### src/rtl/ser8_tx.sv
// Parallel-to-serial transmitter: accepts one word through valid/ready, shifts it out one bit per clock, then pulses done.
// Optional even-parity trailer bit is built when PARITY_EN is defined.
module ser8_tx #(
    parameter int WIDTH     = 8,
    parameter bit MSB_FIRST = 1'b1
) (
    input  logic             clock,
    input  logic             reset,
    input  logic [WIDTH-1:0] din,
    input  logic             load_valid,
    output logic             load_ready,
    output logic             sout,
    output logic             sout_valid,
    output logic             busy,
    output logic             done,
    output logic [1:0]       state_dbg
);

    localparam int CNT_W = $clog2(WIDTH);

`ifdef PARITY_EN
    typedef enum logic [1:0] {S_IDLE = 2'd0, S_SHIFT = 2'd1, S_DONE = 2'd2, S_PAR = 2'd3} state_t;
`else
    typedef enum logic [1:0] {S_IDLE = 2'd0, S_SHIFT = 2'd1, S_DONE = 2'd2} state_t;
`endif

    // Handshake: a word transfers on a rising edge where load_valid && load_ready;
    // load_ready is high only in IDLE, and load_valid seen in any other state is ignored.
    state_t             state, state_nxt;
    logic [WIDTH-1:0]   shreg;
    logic [CNT_W-1:0]   cnt;
    logic               accept;
    logic               last_bit;
    logic               first_bit;
    logic               next_bit;
    logic               sout_d, sout_valid_d, busy_d, done_d;
`ifdef PARITY_EN
    logic               parity;
`endif

    assign accept     = (state == S_IDLE) && load_valid;
    assign last_bit   = (cnt == CNT_W'(WIDTH - 1));
    assign load_ready = (state == S_IDLE);
    assign state_dbg  = state;

    // The first bit comes straight from din so it can be registered on the accept edge.
    assign first_bit = MSB_FIRST ? din[WIDTH-1] : din[0];
    assign next_bit  = MSB_FIRST ? shreg[WIDTH-2] : shreg[1];

    always_ff @(posedge clock or negedge reset) begin
        if (!reset) begin
            state <= S_IDLE;
        end else begin
            state <= state_nxt;
        end
    end

    always_comb begin
        state_nxt = state;
        case (state)
            S_IDLE:  if (load_valid) state_nxt = S_SHIFT;
`ifdef PARITY_EN
            S_SHIFT: if (last_bit) state_nxt = S_PAR;
            S_PAR:   state_nxt = S_DONE;
`else
            S_SHIFT: if (last_bit) state_nxt = S_DONE;
`endif
            S_DONE:  state_nxt = S_IDLE;
            default: state_nxt = S_IDLE;
        endcase
    end

    // Outputs are the registered image of what the next state presents.
    always_comb begin
        sout_d       = 1'b0;
        sout_valid_d = 1'b0;
        busy_d       = 1'b0;
        done_d       = 1'b0;
        case (state_nxt)
            S_SHIFT: begin
                sout_valid_d = 1'b1;
                busy_d       = 1'b1;
                sout_d       = (state == S_IDLE) ? first_bit : next_bit;
            end
`ifdef PARITY_EN
            S_PAR: begin
                sout_valid_d = 1'b1;
                busy_d       = 1'b1;
                sout_d       = parity;
            end
`endif
            S_DONE:  done_d = 1'b1;
            default: ;
        endcase
    end

    always_ff @(posedge clock or negedge reset) begin
        if (!reset) begin
            sout       <= 1'b0;
            sout_valid <= 1'b0;
            busy       <= 1'b0;
            done       <= 1'b0;
        end else begin
            sout       <= sout_d;
            sout_valid <= sout_valid_d;
            busy       <= busy_d;
            done       <= done_d;
        end
    end

    // Counter tracks the index of the bit on sout and stops at WIDTH-1.
    always_ff @(posedge clock or negedge reset) begin
        if (!reset) begin
            shreg <= '0;
            cnt   <= '0;
        end else if (accept) begin
            shreg <= din;
            cnt   <= '0;
        end else if (state == S_SHIFT && !last_bit) begin
            shreg <= MSB_FIRST ? (shreg << 1) : (shreg >> 1);
            cnt   <= cnt + CNT_W'(1);
        end
    end

`ifdef PARITY_EN
    always_ff @(posedge clock or negedge reset) begin
        if (!reset) begin
            parity <= 1'b0;
        end else if (accept) begin
            parity <= ^din;
        end
    end
`endif

endmodule

### config.mk
export PLATFORM = sky130hd
export DESIGN_NAME = ser8_tx
export DESIGN_NICKNAME = d
export VERILOG_FILES = /design/src/rtl/ser8_tx.sv
export SDC_FILE = /design/constraint.sdc
export NUM_CORES = 1
export LEC_CHECK = 0
export CAP_MARGIN = 30
export CORE_MARGIN = 2
export CORE_UTILIZATION = 25
export DETAILED_ROUTE_END_ITERATION = 10
export GPL_TIMING_DRIVEN = 0
export PLACE_DENSITY_LB_ADDON = 0.12
export SLEW_MARGIN = 10
export SYNTH_ARGS = -nofsm -noshare
export SYNTH_HDL_FRONTEND = slang
export SYNTH_SLANG_ARGS = --single-unit
### constraint.sdc
create_clock -name clock -period 5 [get_ports clock]
set_clock_uncertainty 0.15 [all_clocks]
set_input_delay 1.25 -clock clock [delete_from_list [all_inputs] [get_ports clock]]
set_output_delay 1.25 -clock clock [all_outputs]
set_load 0.1 [all_outputs]
==> flow_metrics.tcl <==
set metrics [dict create \
    start_util_pct 26.6 \
    status "finished, final reports clean" \
    ctsResizeCount 0 \
    grt.total_usage_pct 9.90 \
    core_mm2 0.00248 \
    path_clk_slew_ns 0.09 \
    cts_buffers 3 \
    fin_nets 90 \
    critPathArrivalTime_ns 2.17 \
    clock_sinks 15 \
    via_count 479 \
    yosysSeqAreaShare_pct 56.9 \
    avgSynthCellArea_um2 12.0 \
    fin_crit_sh_pct 71.3 \
    yosysWarnings 0 \
    syn-cell-area_um2 659 \
    grt_pass1_wl_mm 2.30 \
    vias_per_cell 4.52 \
    dr.pass1.iters 3 \
    ios 18 \
    antenna_found_initial 0 \
    cts_tree "done" \
    h-tree-depth 1 \
    globalplace.congestion 0.632 \
    synth_edf_count 0 \
    tightest_slew_ns 0.965 \
    register_area_um2 375 \
    finalSetupTns_ns 0 \
    grt_pass1_vias 501 \
    crit_chain "clkbuf_2 > nor2_1 > clkdlybuf4s50_1" \
    critPathKind "register to primary output" \
    drt_iter0_drc 6 \
    startpoint_type "register" \
    synth_seq_cells 15 \
    clock_tree.buffer_depth 2 \
    wl_per_cell_um 12.2 \
    cpMaxStageDelayCell "clkdlybuf4s50_1" \
    hold_viol_final 0 \
    worstPathMaxFanout 7 \
    postRouteAntennaNets 0 \
    drc_errors 0 \
    grt-ovfl-total 0 \
    cts-root-buf "clkbuf_4" \
    cpPeakStageDelay_ns 1.15 \
    rsz0062_at_grt "false" \
    period_minus_slack_ns 3.57 \
    antenna_cells 0 \
    die-area_mm2 0.00306 \
    clock_latency_ns 0.29 \
    async_flop_share_pct 100 \
    cts_setup_buffers 0 \
    setup_viol 0 \
    port-buffer-count 17 \
    relSlewSlack_pct 35.4 \
    grt_max_degree 16 \
    dpl.hpwl_um 901 \
    mostFrequentLayoutCells "clkdlybuf4s50_1 (17), dfrtp_1 (15), inv_1 (5), nand2_1 (5)" \
    rows 18 \
    multi_input_area_um2 248 \
    clock.fmax_mhz 280 \
    area_growth_pct 35.5 \
    fill_cells 273 \
    cp-end-kind "primary output" \
    synth_cell_type_count 19 \
    drive_above_1_share_pct 15.8 \
    hp-class "register to register" \
    required_ns 3.60 \
    max_cap_viol_count 0 \
    fp.dieW_um 55.4 \
    final_common_cell "clkdlybuf4s50_1" \
    die_y_um 55.4 \
    syn_inst 55 \
    synth_ff_type "dfrtp_1" \
    ctsHoldBuffers 0 \
    syn_nets 68 \
    wirelength_mm 1.29 \
    drv_slew 0 \
]
==> metrics by stage <==
stage | hold WS [ns] | utilization, % | std cells | setup WS, ns | area [um2]
after floorplan | 0.307 | - | 55 | 1.25 | 659
final | 0.339 | 36.1 | 106 | 1.43 | 893
after global placement | 0.323 | 35.0 | 102 | 1.74 | 867
after CTS | 0.347 | 36.1 | 106 | 1.41 | 893
after global routing | 0.384 | 36.1 | 106 | 1.34 | 893
after detailed placement | 0.334 | 35.0 | 102 | 1.74 | 867
==> metal layers <==
layer	track usage, %	wire (um)	part of all wire (%)
met1	11.0	597	46
met2	15.6	597	46
met3	5.39	88	6.8
met4	4.18	9	0.70
met5	0	0	0
==> state kept, by name, summed over array words and instances (netlist names) <==
register / flops
done: 1
state_dbg: 2
busy: 1
shreg: 7
cnt: 3
sout: 1
==> Yosys cell counts, types with 2 or more instances <==
library cell,instances,area (um2)
a22oi_1,4,30.0
nor3b_4,2,37.5
nand2_1,5,18.8
a21oi_1,2,10.0
a22o_1,3,26.3
dfrtp_1,15,375
inv_1,5,18.8
a2bb2oi_1,2,17.5
nor2_1,2,7.51
and3b_2,2,20.0
o21ai_1,4,20.0
ha_1,2,25.0
==> final cells by class <==
cell class | count | area share, %
flip-flops and latches | 15 | 42.0
multi-input cells | 32 | 27.7
repair buffers | 17 | 19.0
well taps | 30 | 4.20
clock buffers | 4 | 2.94
inverters | 6 | 2.66
plain buffers | 2 | 1.40
==> worst max-delay path, delay by kind of cell, from the launching register on <==
| kind | cells | cell delay, ns |
|---|---|---|
| DFF | 1 | 0.39 |
| and+or+nand+nor | 1 | 0.16 |
| buffers and inverters | 2 | 1.33 |
==> logic make-up after synthesis <==
group	Yosys count	synth area share, %
mux	1	1.52
simple gates	13	15.0
fa+ha+maj	2	3.79
compound gates	16	17.3
flops	15	56.9
buf+inv	8	5.50
==> path summary, 6_finish.rpt <==
check | depth (start not counted) | to | start | slack, ns
hold reg to reg | 1 | cnt[0] | cnt[0] | 0.34
min in group asynchronous | 1 | cnt[2] | reset | 1.23
max in group asynchronous | 1 | shreg[3] | reset | 3.03
hold / removal | 1 | cnt[0] | cnt[0] | 0.34
setup / recovery | 3 | load_ready | state_dbg[1] | 1.43
setup reg to reg | 6 | shreg[4] | cnt[0] | 3.11
Power is not shown: default switching activity piles up to over one toggle a cycle in this logic, so the estimate is an artifact.
